==> src/rtl/sram_arb_pkg.sv <==
// Shared types and helpers for the two-master SRAM port-A arbiter.
package sram_arb_pkg;

    typedef enum logic {
        OWN_M0 = 1'b0,
        OWN_M1 = 1'b1
    } owner_e;

    typedef struct packed {
        logic   valid;
        owner_e owner;
        logic   is_read;
        logic   err;
    } pend_t;

    // Number of byte-offset bits below the word index.
    function automatic int align_off(input int datawidth);
        return $clog2(datawidth / 8);
    endfunction

endpackage

==> src/rtl/rr_arb2.sv <==
// Two-way round-robin picker; rr_last remembers who was served most recently.
module rr_arb2
    import sram_arb_pkg::*;
(
    input  logic       clk,
    input  logic       rst_n,
    input  logic [1:0] req,
    input  logic       advance,
    output logic [1:0] gnt
);

    owner_e rr_last;

    // NOTE: every output of a combinational block gets a default first so no latch is inferred.
    always_comb begin
        gnt = 2'b00;
        case (req)
            2'b01:   gnt = 2'b01;
            2'b10:   gnt = 2'b10;
            2'b11:   gnt = (rr_last == OWN_M0) ? 2'b10 : 2'b01;
            default: gnt = 2'b00;
        endcase
    end

    // NOTE: state registers use non-blocking assignments only.
    // rr_last resets to m1 so m0 wins the first tie.
    always_ff @(posedge clk or negedge rst_n) begin
        if (!rst_n) begin
            rr_last <= OWN_M1;
        end else if (advance && (gnt != 2'b00)) begin
            rr_last <= gnt[1] ? OWN_M1 : OWN_M0;
        end
    end

endmodule

==> src/rtl/sram_port_arbiter.sv <==
// Shares SRAM port A between instruction fetch (m0) and loader/debug (m1):
// round-robin grant, byte-to-word translation, range check, response routing.
module sram_port_arbiter
    import sram_arb_pkg::*;
#(
    parameter int          DATAWIDTH = 32,
    parameter int          ADDRWIDTH = 12,
    parameter logic [31:0] BASE_ADDR = 32'h0
) (
    input  logic                   clk,
    input  logic                   rst_n,
    input  logic                   m0_req,
    output logic                   m0_gnt,
    input  logic [31:0]            m0_addr,
    input  logic                   m0_we,
    input  logic [DATAWIDTH/8-1:0] m0_be,
    input  logic [DATAWIDTH-1:0]   m0_wdata,
    output logic                   m0_rvalid,
    output logic [DATAWIDTH-1:0]   m0_rdata,
    output logic                   m0_err,
    input  logic                   m1_req,
    output logic                   m1_gnt,
    input  logic [31:0]            m1_addr,
    input  logic                   m1_we,
    input  logic [DATAWIDTH/8-1:0] m1_be,
    input  logic [DATAWIDTH-1:0]   m1_wdata,
    output logic                   m1_rvalid,
    output logic [DATAWIDTH-1:0]   m1_rdata,
    output logic                   m1_err,
    output logic [ADDRWIDTH-1:0]   sram_addr,
    output logic                   sram_we,
    output logic [DATAWIDTH/8-1:0] sram_be,
    output logic [DATAWIDTH-1:0]   sram_d,
    input  logic [DATAWIDTH-1:0]   sram_q
);

    localparam int          AL    = align_off(DATAWIDTH);
    localparam int          ABITS = ADDRWIDTH + AL;
    localparam logic [32:0] LIMIT = 33'd1 << ABITS;

    logic [1:0]           gnt;
    logic                 any_gnt;
    logic [31:0]          addr_mux;
    logic                 we_mux;
    logic [31:0]          off;
    logic                 oor;
    logic [ADDRWIDTH-1:0] addr_hold;
    logic [DATAWIDTH-1:0] resp_data;
    pend_t                pend_q;

    rr_arb2 u_rr_arb2 (
        .clk     (clk),
        .rst_n   (rst_n),
        .req     ({m1_req, m0_req}),
        .advance (m0_req | m1_req),
        .gnt     (gnt)
    );

    assign m0_gnt  = gnt[0];
    assign m1_gnt  = gnt[1];
    assign any_gnt = |gnt;

    assign addr_mux = gnt[1] ? m1_addr : m0_addr;
    assign we_mux   = gnt[1] ? m1_we   : m0_we;
    assign sram_be  = gnt[1] ? m1_be   : m0_be;
    assign sram_d   = gnt[1] ? m1_wdata : m0_wdata;

    // Addresses below BASE_ADDR wrap to huge offsets and fail the same check.
    assign off = addr_mux - BASE_ADDR;
    assign oor = ({1'b0, off} >= LIMIT);

    assign sram_addr = any_gnt ? off[ABITS-1:AL] : addr_hold;
    assign sram_we   = any_gnt & we_mux & ~oor;

    always_ff @(posedge clk or negedge rst_n) begin
        if (!rst_n) begin
            addr_hold <= '0;
            pend_q    <= '0;
        end else begin
            if (any_gnt) begin
                addr_hold <= off[ABITS-1:AL];
            end
            pend_q.valid   <= any_gnt;
            pend_q.owner   <= gnt[1] ? OWN_M1 : OWN_M0;
            pend_q.is_read <= ~we_mux;
            pend_q.err     <= oor;
        end
    end

    // Writes and errored accesses return zero data.
    assign resp_data = (pend_q.is_read && !pend_q.err) ? sram_q : '0;

    assign m0_rvalid = pend_q.valid && (pend_q.owner == OWN_M0);
    assign m1_rvalid = pend_q.valid && (pend_q.owner == OWN_M1);
    assign m0_rdata  = m0_rvalid ? resp_data : '0;
    assign m1_rdata  = m1_rvalid ? resp_data : '0;
    assign m0_err    = m0_rvalid && pend_q.err;
    assign m1_err    = m1_rvalid && pend_q.err;

endmodule

==> config.mk <==
export PLATFORM = sky130hd
export DESIGN_NAME = sram_port_arbiter
export DESIGN_NICKNAME = d
export VERILOG_FILES = /design/src/rtl/sram_arb_pkg.sv /design/src/rtl/rr_arb2.sv /design/src/rtl/sram_port_arbiter.sv
export SDC_FILE = /design/constraint.sdc
export NUM_CORES = 1
export LEC_CHECK = 0
export BUFFER_PORTS_ARGS = -buffer_cell sky130_fd_sc_hd__clkbuf_2
export CAP_MARGIN = 0
export CORE_AREA = 2 2 114 116
export CTS_BUF_LIST = sky130_fd_sc_hd__clkbuf_8
export CTS_CLUSTER_DIAMETER = 200
export DETAILED_ROUTE_END_ITERATION = 8
export DIE_AREA = 0 0 116 118
export MAX_ROUTING_LAYER = met4
export PLACE_DENSITY_LB_ADDON = 0.3
export SLEW_MARGIN = 20
export SYNTH_ARGS = -nofsm -noshare
export SYNTH_HDL_FRONTEND = slang
export SYNTH_SLANG_ARGS = --single-unit
==> constraint.sdc <==
create_clock -name clk -period 3.25 [get_ports clk]
set_clock_uncertainty 0.1 [all_clocks]
set_input_delay 0.1625 -clock clk [delete_from_list [all_inputs] [get_ports clk]]
set_output_delay 0.1625 -clock clk [all_outputs]
set_load 0.02 [all_outputs]
# After elaboration in Yosys (flattened, before gate mapping)

Index checks and enable logic that the tools add are counted.

Bits of input ports: 174
Register bits: 17

Reductions and logical operators: 9
$lt $le $gt $ge: 1
Bitwise operators: 6
Equal/unequal tests: 3
Mux-type cells: 11

Operators with widths:

| kind                 | number |
|---|---|
| $mux 32              | 5 |
| $ge 32x15->1 const B | 1 |
| $mux 12              | 1 |
| $logic_and 1x1->1    | 6 |
| $pmux 2 s3           | 1 |
| $eq 2x2->1 const B   | 2 |
| $mux 4               | 1 |
| $not 1->1            | 3 |
| $and 1x1->1          | 2 |
| $eq 2x1->1 const B   | 1 |
| $mux 1               | 2 |
| $mux 2               | 1 |
| $reduce_bool 2->1    | 1 |
| $reduce_or 2->1      | 1 |
| $logic_not 1->1      | 1 |
| $or 1x1->1           | 1 |

# Depth between registers and ports, before layout

Gate-level depths: netlist of run 1.

Depth after elaboration: 6
Mapped depth: 5

# Modules after synthesis

Synthesis of run 1 repeated with hierarchy kept, for this count alone.

Cells, all modules: 200
Area total of the unflattened synthesis: 1,759.2 µm²

By module, submodules not included:

| module            | seq. area each (µm²) | instances | area an instance (µm²) | cells an instance |
|---|---|---|---|---|
| sram_port_arbiter | 400.4                | 1         | 1,702.9                | 194 |
| rr_arb2           | 26.3                 | 1         | 56.3                   | 6 |

# Least setup slack after synthesis of run 1

No wires, ideal clock.

Path type: reg2out
From: register pend_q[2] in the netlist's numbering
To: output port m0_rdata[10]
Required time: 2.987 ns
Slack: 1.530 ns
Data arrival time: 1.457 ns
Cell stages (with the launch flop): 5
Cells stage by stage: dfrtp_1 -> nor2b_1 -> and3b_1 -> clkbuf_1 -> and2_1

Cells in the longest elaborated chain, start to end: 3

Ends and longest elaborated chain:

| what                | line                    | RTL |
|---|---|---|
| from (decl)         | sram_port_arbiter.sv:49 | `pend_t pend_q;` |
| $not 1->1           | sram_port_arbiter.sv:93 | `assign m0_rvalid = pend_q.valid && (pend_q.owner == OWN_M0);` |
| $logic_and 1x1->1   | sram_port_arbiter.sv:93 |  |
| named net m0_rvalid | sram_port_arbiter.sv:18 | `output logic m0_rvalid,` |
| $mux 32             | sram_port_arbiter.sv:95 | `assign m0_rdata = m0_rvalid ? resp_data : '0;` |
| to (decl)           | sram_port_arbiter.sv:19 | `output logic [DATAWIDTH-1:0] m0_rdata,` |

The timed path passes the listed nets, and every way through them passes these cells.

# Final worst setup path of run 1

From: register pend_q[2] in the netlist's numbering
To: output port m0_rdata[11]

Cells in the longest elaborated chain, start to end: 3

Ends and longest elaborated chain:

| what              | line |
|---|---|
| $not 1->1         | sram_port_arbiter.sv:93 |
| $logic_and 1x1->1 | sram_port_arbiter.sv:93 |
| $mux 32           | sram_port_arbiter.sv:95 |

No other way between the ends.

==> flow_metrics.tcl, run 1 <==
set metrics [dict create \
    status "completed" \
    p_int_w 0.000502 \
    syn_nets 368 \
    start_util 0.136 \
    clk_latency_ns 0.25 \
    hpwl_mm 6.80 \
    layout_common_cells "clkbuf_2, and2_1, mux2_2, nand2_1, dfrtp_1" \
    p_switching_w 0.000296 \
    max_freq_mhz 445 \
    final_common_cell "clkbuf_2" \
    coreArea_um2 12400 \
    yosys.cell_types.count 24 \
    drtIter0Drc 30 \
    arrival_ns 1.98 \
    setup_violations 0 \
    yosys_warnings 0 \
    wire_per_inst_um 11.8 \
    p_leak_nw 1.97 \
    grt_start_max_net_pins 33 \
    ys_seq_area_frac 0.253 \
    required_ns 2.99 \
    area_delta_synth_final_pct 99.3 \
    htreeDepth 1 \
    cts_num_sinks 17 \
    drc_errors 0 \
    gp_congestion 0.815 \
    hp-class "in -> reg" \
    worstSetupPathType "reg -> out" \
    pwr-share-seq 0.308 \
    clkTransAtPathRegs_ns 0.07 \
    ioPinCount 293 \
    synth_area_um2 1690 \
    rows 41 \
    cts_buffers 3 \
    period_share 0.691 \
    finalSetupTns_ns 0 \
    clockPowerShare 0.198 \
    critPathMaxFanout 32 \
    antenna_found_initial 0 \
    synth_edf_count 0 \
    synth_area_per_cell_um2 8.69 \
    port_buffers 288 \
    root_buffer "clkbuf_8" \
    synthArstFlopShare 1.00 \
    hold_viol 0 \
    min-delay-start "m0_req" \
    vias 2495 \
    synth_cells 194 \
    track_usage 0.101 \
    vias_per_cell 3.84 \
    ant_nets 0 \
    die_x_um 116 \
    die_area_um2 13700 \
    maxCapViolations 0 \
    relSlewSlack 0.405 \
    final_cell_area_um2 3360 \
    worstSetupEndpointType "primary output" \
    cts_tree "built" \
    final.min_clock_period_ns 2.25 \
    synth-main-ff-cell "dfrtp_1" \
    max-clock-path-buffers 2 \
    dr.pass1.iters 4 \
    final_nets 652 \
    gr-total-overflow 0 \
    swShare 0.370 \
    antenna_cells 0 \
    rsz0062_at_grt "no" \
    placed_cell_area_um2 3310 \
    vdd_drop_max_mv 0.107 \
    post_cts_buffers 0 \
    p_per_area_nw_per_um2 237 \
    slew_viol_final 0 \
    grt_first_pass_wirelength_mm 10.7 \
    grt_pass1_vias 2407 \
    drive_gt1_frac 0.704 \
    routed_wl_mm 7.66 \
    startpoint_type "flip-flop" \
    synth-seq-cells 17 \
    die_h_um 118 \
    power_frac_comb 0.494 \
    p_total_w 0.000798 \
    timing.rr.start "u_rr_arb2.rr_last$_DFFE_PN1P_" \
    crit_start "pend_q[2]$_DFF_PN0_" \
    worst-slew-pin-transition_ns 0.890 \
]
==> sequential cells by signal (all words and copies together) (netlist names) <==
| name | cells |
|---|---|
| addr_hold | 12 |
| u_rr_arb2.rr_last | 1 |
| pend_q | 4 |
==> synth_stat cells, types with 2 or more instances <==
cell type | n | area [um^2]
and3b_1 | 2 | 17.5
or4_4 | 2 | 22.5
nand2_1 | 24 | 90.1
buf_2 | 5 | 25.0
a22oi_1 | 12 | 90.1
and2_1 | 66 | 413
clkbuf_1 | 7 | 26.3
nor2_1 | 5 | 18.8
mux2_2 | 36 | 405
dfrtp_1 | 16 | 400
nor4_1 | 6 | 37.5
==> power by group through the flow <==
stage / registers [W] / clock network (W) / logic [W]
floorplan: 0.000247 / 0 / 0.000209
global placement: 0.000249 / 0 / 0.000397
detailed placement: 0.000250 / 0 / 0.000400
CTS: 0.000246 / 0.000167 / 0.000402
global route: 0.000248 / 0.000176 / 0.000428
finish: 0.000245 / 0.000158 / 0.000394
==> worst max-delay path: stages (launching register included) <==
cell	delay [ns]
dfrtp_1	0.38
nor2b_1	0.16
and3b_1	0.73
and2_1	0.27
clkbuf_2	0.18
==> metal layers <==
metal / vias to the layer above / share of wire / GRT usage
met4: 0 / 0.0080 / 0.0260
met1: 1101 / 0.39 / 0.107
li1: 1230 / - / -
met5: - / 0 / -
met2: 160 / 0.52 / 0.194
met3: 4 / 0.085 / 0.0103
==> kinds of logic (layout without fill, tap and decap cells) <==
| kind of cell | count (synthesis) | in the layout | share of synthesized area |
|---|---|---|---|
| AO/OA/AOI/OAI | 15 | 15 | 0.0720 |
| AND/OR/NAND/NOR | 111 | 111 | 0.392 |
| buffers and inverters | 14 | 297 | 0.0371 |
| flip-flops | 17 | 17 | 0.253 |
| multiplexers | 37 | 37 | 0.246 |
==> metrics by stage <==
| step | hold slack [ns] | setup slack (ns) | instances | util |
|---|---|---|---|---|
| 3_3_place_gp | 0.0370 | 1.21 | 644 | 0.266 |
| 5_1_grt | 0.00215 | 0.776 | 649 | 0.271 |
| 4_1_cts | 0.00374 | 0.923 | 649 | 0.271 |
| 3_5_place_dp | 0.0408 | 1.20 | 644 | 0.266 |
| 6_report | 0.0156 | 1.00 | 649 | 0.271 |
| 2_1_floorplan | -0.233 | 1.53 | 194 | - |
==> final timing paths <==
kind                                                  to  slack, ns  depth (start not counted)
setup / recovery                            m0_rdata[11]       1.00                          4
hold / removal             u_rr_arb2.rr_last$_DFFE_PN1P_       0.02                          2
setup reg to reg                  addr_hold[6]$_DFF_PN0_       1.53                          4
hold reg to reg                   addr_hold[2]$_DFF_PN0_       0.41                          2
max in group asynchronous  u_rr_arb2.rr_last$_DFFE_PN1P_       2.42                          2
min in group asynchronous         addr_hold[3]$_DFF_PN0_       0.28                          2
==> area by class of cell <==
class / instances / area [um^2]
Fill cell: 1381 / 9050
Multi-Input combinational cell: 163 / 1200
Timing Repair Buffer: 292 / 1470
Clock buffer: 3 / 41.3
Clock inverter: 1 / 3.75
Inverter: 1 / 3.75
Tap cell: 172 / 215
Sequential cell: 17 / 427
==> what timing repair did <==
action / 4_1_cts / 5_1_grt
setup endpoints to repair: 0 / 0
hold endpoints to repair: 16 / 0
hold buffers: 1 / 0
resized for setup: 0 / 0
No activity file was read; power rests on OpenSTA's default activity.
==> inputs of run 2 (changes only) <==
Clock period 3.25 ns to 2.4 ns, I/O delays scaled along.
==> flow_metrics.tcl, run 2 (synthesis results as in run 1) <==
set metrics [dict create \
    coreArea_um2 12400 \
    clkTransAtPathRegs_ns 0.07 \
    largest_reg_flops 12 \
    track_usage 0.0998 \
    htreeDepth 1 \
    p_per_area_nw_per_um2 316 \
    root_buffer "clkbuf_8" \
    vias_per_cell 3.86 \
    cts_num_sinks 17 \
    finalSetupTns_ns 0 \
    vias 2556 \
    start_util 0.136 \
    gr-total-overflow 0 \
    clockPowerShare 0.194 \
    p_int_w 0.000700 \
    rows 41 \
    drive_gt1_frac 0.692 \
    grt_pass1_vias 2339 \
    fillers 1343 \
    hp-class "in -> reg" \
    grt_start_max_net_pins 32 \
    slew_viol_final 0 \
    p_switching_w 0.000406 \
    layout_common_cells "clkbuf_2, and2_1, mux2_2, nand2_1, dfrtp_1" \
    arrival_ns 2.27 \
    rsz0062_at_grt "no" \
    dr.pass1.iters 4 \
    vdd_drop_max_mv 0.183 \
    antenna_cells 0 \
    pwr-share-seq 0.300 \
    worst-slew-pin-transition_ns 0.451 \
    drc_errors 0 \
    max_freq_mhz 449 \
    relSlewSlack 0.699 \
    setup_violations 0 \
    port_buffers 288 \
    hpwl_mm 6.92 \
    whs_ns 0.00462 \
    startpoint_type "input pin" \
    die_x_um 116 \
    p_leak_nw 2.04 \
    top_register "addr_hold" \
    status "completed" \
    swShare 0.367 \
    reg.largest.list "addr_hold x12, pend_q x4, u_rr_arb2.rr_last x1" \
    maxCapViolations 0 \
    critPathMaxFanout 22 \
    area_delta_synth_final_pct 108 \
    cts_tree "built" \
    grt_first_pass_wirelength_mm 10.7 \
    antenna_found_initial 0 \
    power_frac_comb 0.506 \
    cts.repair.resized 0 \
    ioPinCount 293 \
    cts_buffers 3 \
    clk_latency_ns 0.25 \
    period_share 0.928 \
    final.min_clock_period_ns 2.23 \
    max-clock-path-buffers 2 \
    final_common_cell "clkbuf_2" \
    die_h_um 118 \
    hold_viol 0 \
    routed_wl_mm 7.70 \
    final_nets 666 \
    gp_congestion 0.818 \
    fin_util 0.282 \
    worstSetupEndpointType "flip-flop" \
    die_area_um2 13700 \
    required_ns 2.44 \
    wire_per_inst_um 11.6 \
    worstSetupPathType "in -> reg" \
    drtIter0Drc 54 \
    ant_nets 0 \
]
[run 2: cell count changes in the layout (fill, tap and decap cells not counted), sizes merged]
cell,previous run,this run
buf,3,7
dlygate4sd3,1,11
[run 2: what timing repair did]
item                                    4_1_cts  5_1_grt
endpoints found under the hold margin        25        0
buffers inserted                              0        0
endpoints found under the setup margin        0        0
hold buffers                                 11        0
[run 2: routing by layer]
| metal | GRT usage | routed length [um] | vias to the layer above | part of all wire |
|---|---|---|---|---|
| met4 | 0.0246 | 40 | 0 | 0.0052 |
| met2 | 0.197 | 4100 | 158 | 0.53 |
| met1 | 0.106 | 2990 | 1136 | 0.39 |
| li1 | - | - | 1260 | - |
| met5 | - | 0 | - | 0 |
| met3 | 0.00463 | 568 | 2 | 0.074 |
[run 2: through the flow]
step / cells / power (W) / cell area [um^2] / worst slack (ns)
final: 663 / 0.00111 / 3500 / 0.173
after global routing: 663 / 0.00118 / 3500 / 0.0592
after CTS: 663 / 0.00113 / 3500 / 0.175
after detailed placement: 648 / 0.000889 / 3350 / 0.628
after global placement: 648 / 0.000884 / 3350 / 0.656
after floorplan: 194 / 0.000617 / 1690 / 0.723
[run 2: path summary, 6_finish.rpt]
check	slack, ns	startpoint	cells after the start	end
setup / recovery	0.17	m0_req	9	addr_hold[9]$_DFF_PN0_
min in group asynchronous	0.24	rst_n	2	addr_hold[3]$_DFF_PN0_
max in group asynchronous	1.62	rst_n	2	u_rr_arb2.rr_last$_DFFE_PN1P_
hold / removal	0.005	m0_addr[8]	3	addr_hold[6]$_DFF_PN0_
setup reg to reg	0.32	u_rr_arb2.rr_last$_DFFE_PN1P_	7	addr_hold[9]$_DFF_PN0_
hold reg to reg	0.40	addr_hold[0]$_DFF_PN0_	2	addr_hold[0]$_DFF_PN0_
[run 2: area by class of cell]
cell class	instances	area, um^2	area share
Clock inverter	1	3.75	0.00107
Multi-Input combinational cell	163	1200	0.342
Tap cell	172	215	0.0614
Inverter	1	3.75	0.00107
Clock buffer	3	41.3	0.0118
Sequential cell	17	427	0.122
Timing Repair Buffer	306	1620	0.461
[run 2: power groups by stage]
stage | combinational (W) | sequential [W] | clock (W)
2_1_floorplan | 0.000283 | 0.000335 | 0
3_3_place_gp | 0.000548 | 0.000337 | 0
3_5_place_dp | 0.000551 | 0.000338 | 0
4_1_cts | 0.000569 | 0.000333 | 0.000226
5_1_grt | 0.000605 | 0.000335 | 0.000236
6_report | 0.000559 | 0.000332 | 0.000215
[run 2: worst max-delay path, cell delays in order]
cell and delay, ns:
dlygate4sd3_1 0.54, clkbuf_2 0.14, a21boi_4 0.20, buf_4 0.31
nor2_1 0.10, buf_4 0.17, nand2_1 0.06, nand2_1 0.06
dlygate4sd3_1 0.55
==> inputs of run 3 (changes only) <==
Settings changed: PLACE_DENSITY_LB_ADDON 0.3 to unset.
==> flow_metrics.tcl, run 3 (synthesis results as in run 1) <==
set metrics [dict create \
    status "completed" \
    vdd_drop_max_mv 0.217 \
    drtIter0Drc 50 \
    crit_family "buffers and inverters" \
    startpoint_type "input pin" \
    cts_buffers 3 \
    relSlewSlack 0.487 \
    rsz0062_at_grt "no" \
    largest_reg_flops 12 \
    required_ns 2.44 \
    grt_pass1_vias 2408 \
    cpMaxStageDelayCell "dlygate4sd3_1" \
    rows 41 \
    coreArea_um2 12400 \
    max-clock-path-buffers 2 \
    antenna_cells 0 \
    final_common_cell "clkbuf_2" \
    p_per_area_nw_per_um2 319 \
    root_buffer "clkbuf_8" \
    critPathBufInv 5 \
    max_freq_mhz 448 \
    ioPinCount 293 \
    port_buffers 288 \
    worstSetupEndpointType "flip-flop" \
    gp_congestion 0.788 \
    hold_viol 0 \
    area_delta_synth_final_pct 113 \
    slew_viol_final 0 \
    critPathMaxFanout 15 \
    routed_wl_mm 7.98 \
    whs_ns 0.00711 \
    period_share 0.930 \
    drive_gt1_frac 0.681 \
    p_leak_nw 2.07 \
    top_register "addr_hold" \
    reg.largest.list "addr_hold x12, pend_q x4, u_rr_arb2.rr_last x1" \
    worstSetupPathType "in -> reg" \
    wire_per_inst_um 11.9 \
    die_area_um2 13700 \
    crit_path_max_incr_delay_ns 0.56 \
    worst-slew-pin-transition_ns 0.770 \
    post_cts_buffers 0 \
    gr-total-overflow 0 \
    cp_cell_sequence "dlygate4sd3_1 > clkbuf_2 > a21boi_4 > buf_4 > nor2_1 > buf_4 > nand2_1 > nand2_1 > dlygate4sd3_1" \
    vias 2530 \
    final_nets 674 \
    clk_latency_ns 0.25 \
    final.min_clock_period_ns 2.23 \
    ant_nets 0 \
    maxCapViolations 0 \
    finalSetupTns_ns 0 \
    track_usage 0.108 \
    dr.pass1.iters 4 \
    grt_first_pass_wirelength_mm 11.4 \
    hpwl_mm 6.99 \
    arrival_ns 2.27 \
    antenna_found_initial 0 \
    drc_errors 0 \
    die_h_um 118 \
    vias_per_cell 3.77 \
    grt_start_max_net_pins 33 \
    hp-class "in -> reg" \
    start_util 0.136 \
    layout_common_cells "clkbuf_2, and2_1, mux2_2, nand2_1, dlygate4sd3_1" \
    cts_tree "built" \
    cts_num_sinks 17 \
    clkTransAtPathRegs_ns 0.08 \
    setup_violations 0 \
    htreeDepth 1 \
    die_x_um 116 \
]
run 3: cell count changes in the layout (fill, tap and decap cells not counted), sizes merged:
cell,change
dlygate4sd3,+9
clkinvlp,+1
inv,-1
buf,-1
run 3: where the power goes:
| group | internal [W] | switching [W] |
|---|---|---|
| registers | 0.000320 | 0.0000120 |
| logic | 0.000284 | 0.000298 |
| clock network | 0.000117 | 0.000114 |
run 3: repair_timing:
| action | CTS | global route |
|---|---|---|
| endpoints found under the hold margin | 29 | 0 |
| hold buffers | 20 | 0 |
| resized for setup | 0 | 0 |
run 3: worst reg2reg max path, delay by kind of cell, from the launching register on:
family	cells	cell delay, ns
buffers and inverters	3	1.02
DFF	1	0.39
AOI/OAI and AO/OA	1	0.24
and+or+nand+nor	3	0.20
run 3: routing by layer:
metal  vias up  global-route usage  share of wire
li1       1278                   -              -
met1      1090               0.117           0.39
met2       160               0.208           0.53
met3         2              0.0154          0.081
met4         0              0.0179        0.00088
met5         -                   -              0
run 3: final cells by class:
| cell class | instances | area [um^2] |
|---|---|---|
| sequential | 17 | 427 |
| multi-input combinational | 163 | 1200 |
| timing repair buffer | 314 | 1700 |
| inverter | 1 | 3.75 |
| fill | 1370 | 8820 |
| tap | 172 | 215 |
| clock buffer | 3 | 41.3 |
| clock inverter | 1 | 7.51 |
run 3: final timing paths:
check | slack, ns | endpoint | startpoint | depth (start not counted)
max in group asynchronous | 1.62 | u_rr_arb2.rr_last$_DFFE_PN1P_ | rst_n | 2
min in group asynchronous | 0.24 | addr_hold[8]$_DFF_PN0_ | rst_n | 2
setup reg to reg | 0.32 | addr_hold[1]$_DFF_PN0_ | u_rr_arb2.rr_last$_DFFE_PN1P_ | 7
hold / removal | 0.007 | addr_hold[7]$_DFF_PN0_ | m1_addr[9] | 3
setup / recovery | 0.17 | addr_hold[1]$_DFF_PN0_ | m0_req | 9
hold reg to reg | 0.41 | addr_hold[7]$_DFF_PN0_ | addr_hold[7]$_DFF_PN0_ | 2
run 3: through the flow:
step,setup WS (ns),util,cells,power [W],area [um^2]
5_1_grt,0.0175,0.289,671,0.00122,3590
6_report,0.167,0.289,671,0.00114,3590
4_1_cts,0.102,0.289,671,0.00116,3590
3_3_place_gp,0.552,0.269,647,0.000884,3340
2_1_floorplan,0.723,-,194,0.000617,1690
3_5_place_dp,0.548,0.269,647,0.000888,3340
